File: src/rtl/mips_core_pkg.sv
// Shared core types: fetched instruction, branch prediction info and the
// instruction queue entry that carries both between fetch and rename.
package mips_core_pkg;

    localparam int INSTRUCTION_QUEUE_DEPTH      = 4;
    localparam int INSTRUCTION_QUEUE_DEPTH_BITS = 2;

    typedef struct packed {
        logic [31:0] pc;
        logic [31:0] word;
    } inst;

    typedef struct packed {
        logic        taken;
        logic [31:0] target;
    } branch_pred_info;

    typedef struct packed {
        inst             instruction;
        branch_pred_info pred;
    } iq_entry;

endpackage

File: src/rtl/instruction_queue.sv
// Fetch-to-rename decoupling FIFO: circular buffer with occupancy count,
// no empty bypass, no full pass-through, single-cycle flush on recovery.
module instruction_queue
    import mips_core_pkg::*;
#(
    parameter int DEPTH      = INSTRUCTION_QUEUE_DEPTH,
    parameter int DEPTH_BITS = INSTRUCTION_QUEUE_DEPTH_BITS
) (
    input  logic                  clk,
    input  logic                  rst_n,
    input  logic                  flush,
    input  logic                  enq_valid,
    output logic                  enq_ready,
    input  inst                   enq_inst,
    input  branch_pred_info       enq_pred,
    output logic                  deq_valid,
    input  logic                  deq_ready,
    output inst                   deq_inst,
    output branch_pred_info       deq_pred,
    output logic [DEPTH_BITS:0]   count
);

    localparam logic [DEPTH_BITS:0]   COUNT_FULL = (DEPTH_BITS+1)'(DEPTH);
    localparam logic [DEPTH_BITS:0]   COUNT_ONE  = (DEPTH_BITS+1)'(1);
    localparam logic [DEPTH_BITS-1:0] PTR_ONE    = DEPTH_BITS'(1);

    iq_entry               storage_q [DEPTH];
    logic [DEPTH_BITS-1:0] head_q, head_d;
    logic [DEPTH_BITS-1:0] tail_q, tail_d;
    logic [DEPTH_BITS:0]   count_q, count_d;
    logic                  enq_fire;
    logic                  deq_fire;

    // Flush gates both handshakes so nothing moves in a recovery cycle.
    always_comb begin
        enq_ready = (count_q != COUNT_FULL) && !flush;
        deq_valid = (count_q != '0) && !flush;
        enq_fire  = enq_valid && enq_ready;
        deq_fire  = deq_valid && deq_ready;

        head_d  = head_q;
        tail_d  = tail_q;
        count_d = count_q;

        if (flush) begin
            head_d  = '0;
            tail_d  = '0;
            count_d = '0;
        end else begin
            if (enq_fire) tail_d = tail_q + PTR_ONE;
            if (deq_fire) head_d = head_q + PTR_ONE;
            unique case ({enq_fire, deq_fire})
                2'b10:   count_d = count_q + COUNT_ONE;
                2'b01:   count_d = count_q - COUNT_ONE;
                default: count_d = count_q;
            endcase
        end
    end

    always_ff @(posedge clk or negedge rst_n) begin
        if (!rst_n) begin
            head_q  <= '0;
            tail_q  <= '0;
            count_q <= '0;
            for (int i = 0; i < DEPTH; i++) begin
                storage_q[i] <= '0;
            end
        end else begin
            head_q  <= head_d;
            tail_q  <= tail_d;
            count_q <= count_d;
            if (enq_fire) begin
                storage_q[tail_q] <= '{instruction: enq_inst, pred: enq_pred};
            end
        end
    end

    assign deq_inst = storage_q[head_q].instruction;
    assign deq_pred = storage_q[head_q].pred;
    assign count    = count_q;

endmodule

File: config.mk
export PLATFORM = sky130hd
export DESIGN_NAME = instruction_queue
export DESIGN_NICKNAME = d
export VERILOG_FILES = /design/src/rtl/mips_core_pkg.sv /design/src/rtl/instruction_queue.sv
export SDC_FILE = /design/constraint.sdc
export NUM_CORES = 1
export LEC_CHECK = 0
export CAP_MARGIN = 20
export CORE_MARGIN = 4
export CORE_UTILIZATION = 45
export CTS_CLUSTER_DIAMETER = 50
export DETAILED_ROUTE_END_ITERATION = 7
export PLACE_DENSITY = 0.66
export SYNTH_ARGS = -nofsm -noshare
export SYNTH_HDL_FRONTEND = slang
export SYNTH_SLANG_ARGS = --single-unit
File: constraint.sdc
create_clock -name clk -period 4 [get_ports clk]
set_input_delay 0.4 -clock clk [delete_from_list [all_inputs] [get_ports clk]]
set_output_delay 0.4 -clock clk [all_outputs]
set_load 0.02 [all_outputs]
==> results_dict.tcl, run 1 <==
set metrics [dict create \
    fin_setup_tns_ns 0 \
    cts.sinks 395 \
    initial_core_util_pct 46.04 \
    nets 1319 \
    syn-cell-area_um2 17960 \
    rows 72 \
    h-tree-depth 2 \
    finalMaxSlewViolations 0 \
    dieArea_um2 43170 \
    cts_resized 0 \
    cts_tree "yes" \
    yosys_warnings 0 \
    antenna_cells 0 \
    cts.clk_slew.worst_paths_ns 0.06 \
    ios 204 \
    synthesis.nets 1112 \
    drc_errors 0 \
    grt-ovfl-total 0 \
    finalHoldViolCount 0 \
    setup_viol 0 \
    gp_congestion 0.7181 \
    postCtsSetupBuffers 0 \
    cap_viol_max_count 0 \
    grt_max_degree 122 \
    worst-path-max-fanout 34 \
    layout_setup_ws_ns 0.6029 \
    dpl_worst_slack_ns 1.028 \
    p_leak_uw 0.009802 \
    powerDensity_nw_per_um2 636.9 \
    synth-seq-cells 395 \
    antenna_found_initial 3 \
    ir_drop_mv 0.3789 \
    via_count 9551 \
    timing.fmax_mhz 294.4 \
    drtPass1Iterations 4 \
    tightest_slew_ns 0.9914 \
    grt_pass1_wl_um 61280 \
    vias_per_cell 5.399 \
    synth-edff-count 0 \
    critPathKind "reg2out" \
    areaGrowthSynthToFinish_pct 22.78 \
    maxSlewHeadroom_pct 33.91 \
    arrival_ns 3.00 \
    dp_hpwl_um 22940 \
    async_flop_share_pct 100.0 \
    hp-class "reg2reg" \
    first_global_vias 10519 \
    fin_crit_sh_pct 84.93 \
    required_ns 3.60 \
    cp-start-kind "flip-flop" \
    wirelength_um 37930 \
    io_buffer_count 203 \
    die_y_um 207.8 \
    status "finished clean" \
    grt_usage_pct 17.58 \
    period_needed_ns 3.397 \
    wl_per_cell_um 21.44 \
    synth_flop_cell "dfrtp_1" \
    ys_seq_area_share_pct 55.04 \
    drive_gt1_share_pct 47.72 \
    core_um2 39010 \
    clk_path_buf_depth 3 \
    final.setup_skew_ns 0.02507 \
    syn-mean-instance-area_um2 17.87 \
    rsz0062_at_grt "no" \
    holdBufCountCts 1 \
    first_iter_violations 344 \
    die_width_um 207.8 \
    root_buffer "clkbuf_16" \
    yosys.cell_types.count 40 \
    cts-buffers-inserted 48 \
    crit_path_end_kind "output pin" \
    drtAntennaViolNets 0 \
    clock_latency_ns 0.57 \
    synthCells 1005 \
]
==> cell usage after synthesis (3+ instances only) <==
| cell | instances | area (um2) |
|---|---|---|
| dfrtp_1 | 395 | 9884 |
| mux2_2 | 268 | 3018 |
| mux2_4 | 120 | 1802 |
| mux4_2 | 97 | 2185 |
| buf_4 | 26 | 195.2 |
| buf_12 | 12 | 240.2 |
| buf_2 | 12 | 60.06 |
| clkbuf_1 | 12 | 45.04 |
| nand3b_1 | 5 | 37.54 |
| nor2_1 | 5 | 18.77 |
| buf_8 | 4 | 60.06 |
| ha_1 | 4 | 50.05 |
| inv_1 | 4 | 15.01 |
| nand3_4 | 4 | 70.07 |
| a21oi_1 | 3 | 15.01 |
==> per-stage QoR <==
| step | utilization (%) | std cells | power, uW | cell area (um2) | hold WS (ns) |
|---|---|---|---|---|---|
| floorplan | - | 1005 | 8339 | 17960 | 0.1044 |
| global placement | 52.35 | 1679 | 9684 | 20420 | 0.4817 |
| detailed placement | 52.35 | 1679 | 9785 | 20420 | 0.4873 |
| CTS | 56.53 | 1769 | 14240 | 22050 | 0.4888 |
| global route | 56.53 | 1769 | 14740 | 22050 | 0.5065 |
| finish | 56.53 | 1769 | 14040 | 22050 | 0.4988 |
==> placed cells by master, fill, tap and decap left out, types with 2 or more instances in the layout <==
cell type	instances
clkinv_4	2
mux2_4	120
xor2_1	2
dfrtp_1	393
nor2_1	5
a31oi_1	2
clkbuf_16	49
buf_12	18
inv_1	4
dfrtp_4	2
a21oi_1	3
clkdlybuf4s50_1	202
bufinv_16	3
nand3b_1	5
mux4_2	97
clkinv_2	7
ha_1	4
nand3_1	2
xnor2_1	2
buf_4	5
nand3_4	4
clkinvlp_4	4
nor2b_1	2
clkbuf_8	9
a211oi_1	2
mux2_2	268
clkbuf_1	8
nand2b_1	2
inv_6	6
==> worst paths after layout <==
path,startpoint,end,slack [ns],depth (start not counted)
min in group asynchronous,rst_n,storage_q[359],0.56,2
max,head_q[0],deq_inst[3],0.60,3
min,storage_q[40],storage_q[40],0.50,1
max in group asynchronous,rst_n,storage_q[208],2.56,3
max reg2reg,count[0],storage_q[57],1.34,4
min reg2reg,storage_q[40],storage_q[40],0.50,1
==> area by class of cell <==
class                      count  area [um2]
clock buffer                  66        1380
clock inverter                23       241.5
fill                        3050       16960
inverter                       4       15.01
multi-input combinational    536        7430
sequential                   395        9892
tap                          518       648.1
timing repair buffer         227        2445
==> cell families after synthesis <==
kind of cell               Yosys count  share of synthesized area [%]
DFF                                395                          55.04
adders and majority gates            5                         0.3902
xor gates and xnor gates             4                         0.1951
buffers and inverters               74                          3.595
muxes                              485                          39.00
and+or+nand+nor                     26                          1.150
AOI/OAI and AO/OA                   16                         0.6340
==> layer usage <==
metal  share of wire (%)  global-route usage (%)  up-vias
met5               0.090                       0        -
met4                 1.6                   4.507        6
met3                 6.2                   5.305       49
met2                  47                   27.69      184
met1                  45                   24.15     5112
li1                    -                       -     4200
==> where the power goes <==
part           internal [uW]  switching [uW]
registers               5190             636
clock network           2630            1730
logic                   2440            1420
total                  10300            3780
==> critical path, cell delays in order, from the launching register on <==
cell and delay (ns):
dfrtp_4 0.96, buf_4 0.36, mux4_2 0.53, clkdlybuf4s50_1 0.57
==> state kept, by name (all words and copies together) (netlist names) <==
name,count
tail_q,2
head_q,2
count,3
storage_q,388
Note: power is estimated with default switching activity, not from simulation.
==> run 2, diff against run 1 <==
Settings changed: PLACE_DENSITY 0.66 to 0.69.
Clock period 4 ns to 2.9 ns, I/O delays scaled along.
==> run 2 against run 1 <==
  * Hold slack worse by 0.22 ns
  * Design area is 0.83% higher
  * Clock power is 34% higher
  * Clock skew is 0.012 ns lower
  * First-iteration DRC count is 22% higher
  * Utilization is 0.47 points higher
  * Flip-flop and latch count stayed put
  * Routed wire length is 1.2% higher
  * Worst setup slack worse by 0.55 ns
  * Die area stayed put
  * Largest cell class unchanged
==> results_dict.tcl, run 2 (synthesis gave the netlist of run 1 again) <==
set metrics [dict create \
    root_buffer "clkbuf_16" \
    required_ns 2.61 \
    initial_core_util_pct 46.04 \
    dieArea_um2 43170 \
    tightest_slew_ns 0.5562 \
    dp_hpwl_um 23750 \
    core_um2 39010 \
    fin_setup_tns_ns 0 \
    nets 1336 \
    hp-class "in2async" \
    fin_crit_sh_pct 98.08 \
    grt_max_degree 96 \
    cp-start-kind "flip-flop" \
    grt-ovfl-total 0 \
    crit_slowest_cell "clkdlybuf4s50_1" \
    dpl_worst_slack_ns 0.4443 \
    drtAntennaViolNets 0 \
    grt_usage_pct 17.80 \
    critPathMaxStageDelay_ns 0.58 \
    die_y_um 207.8 \
    cts.sinks 395 \
    clock_latency_ns 0.56 \
    crit_path_end_kind "output pin" \
    maxSlewHeadroom_pct 62.92 \
    first_global_vias 10773 \
    antenna_cells 0 \
    p_leak_uw 0.01010 \
    cap_viol_max_count 0 \
    h-tree-depth 2 \
    rows 72 \
    final_common_cell "dfrtp_1" \
    largest_reg_flops 388 \
    power.total_uw 19240 \
    layout_setup_ws_ns 0.05578 \
    clk_path_buf_depth 3 \
    powerDensity_nw_per_um2 865.5 \
    setup_viol 0 \
    cts-buffers-inserted 46 \
    drive_gt1_share_pct 48.15 \
    wirelength_um 38390 \
    critPathKind "reg2out" \
    mostFrequentLayoutCells "dfrtp_1 (393), mux2_2 (268), clkdlybuf4s50_1 (179)" \
    timing.fmax_mhz 351.6 \
    arrival_ns 2.55 \
    die_width_um 207.8 \
    worst-r2r-setup-slack_ns 0.42 \
    status "finished clean" \
    ios 204 \
    via_count 9573 \
    period_needed_ns 2.844 \
    placed_cell_area_um2 20550 \
    finalMaxSlewViolations 0 \
    finalHoldViolCount 0 \
    drc_errors 0 \
    regMostFlops "storage_q" \
    vias_per_cell 5.363 \
    finalInstanceArea_um2 22240 \
    drtPass1Iterations 4 \
    areaGrowthSynthToFinish_pct 23.81 \
    rsz0062_at_grt "no" \
    crit_chain "buf_12, buf_4, mux4_2, clkdlybuf4s50_1" \
    first_iter_violations 420 \
    cts.clk_slew.worst_paths_ns 0.06 \
    io_buffer_count 203 \
    worst-path-max-fanout 11 \
    grt_pass1_wl_um 61980 \
    ir_drop_mv 0.4338 \
    final.setup_skew_ns 0.01326 \
    antenna_found_initial 2 \
    wl_per_cell_um 21.51 \
    cts_tree "yes" \
    gp_congestion 0.7273 \
]
==> run 2: area by class of cell <==
type	instances	area, um2
fill	2992	16770
clock buffer	68	1378
tap	518	648.1
timing repair buffer	246	2683
clock inverter	18	190.2
sequential	395	9892
inverter	4	15.01
multi-input combinational	536	7430
==> run 2: path summary, 6_finish.rpt <==
| path | start | depth (start not counted) | end |
|---|---|---|---|
| max | head_q[0] | 4 | deq_pred[2] |
| min | rst_n | 2 | storage_q[91] |
| max reg2reg | count[2] | 6 | count[2] |
| min reg2reg | storage_q[114] | 1 | storage_q[114] |
| max in group asynchronous | rst_n | 3 | storage_q[309] |
| min in group clk | enq_inst[29] | 2 | storage_q[256] |
==> run 2: power breakdown <==
part           internal (uW)  switching, uW
clock network           3580           2270
registers               7160            838
logic                   3390           2020
==> run 2: what timing repair did <==
| action | in CTS | in global routing |
|---|---|---|
| setup endpoints to repair | 50 | 21 |
| setup buffers | 2 | 0 |
| resized for setup | 3 | 21 |
| cloned | 1 | 0 |
| hold endpoints to repair | 56 | 0 |
| hold buffers | 1 | 0 |
==> run 2: routing by layer <==
layer | track usage (%) | routed length [um] | up-vias | share of wire [%]
met5 | 0 | 27 | - | 0.070
met4 | 4.689 | 685 | 4 | 1.8
met3 | 4.881 | 2189 | 51 | 5.7
met2 | 28.30 | 18070 | 184 | 47
met1 | 24.52 | 17420 | 5113 | 45
li1 | - | - | 4221 | -
==> run 2: through the flow <==
stage          hold WS, ns  utilization [%]  cells
2_1_floorplan    -0.005591                -   1005
3_3_place_gp        0.3000            52.69   1695
3_5_place_dp        0.2961            52.69   1695
4_1_cts             0.2811            56.87   1785
5_1_grt             0.3223            57.00   1785
6_report            0.2800            57.00   1785
==> run 2: worst max-delay path: cells and delay by family (launching register included) <==
family / cells / cell delay [ns]
muxes: 1 / 0.49
buffers and inverters: 3 / 0.95
DFF: 1 / 0.53
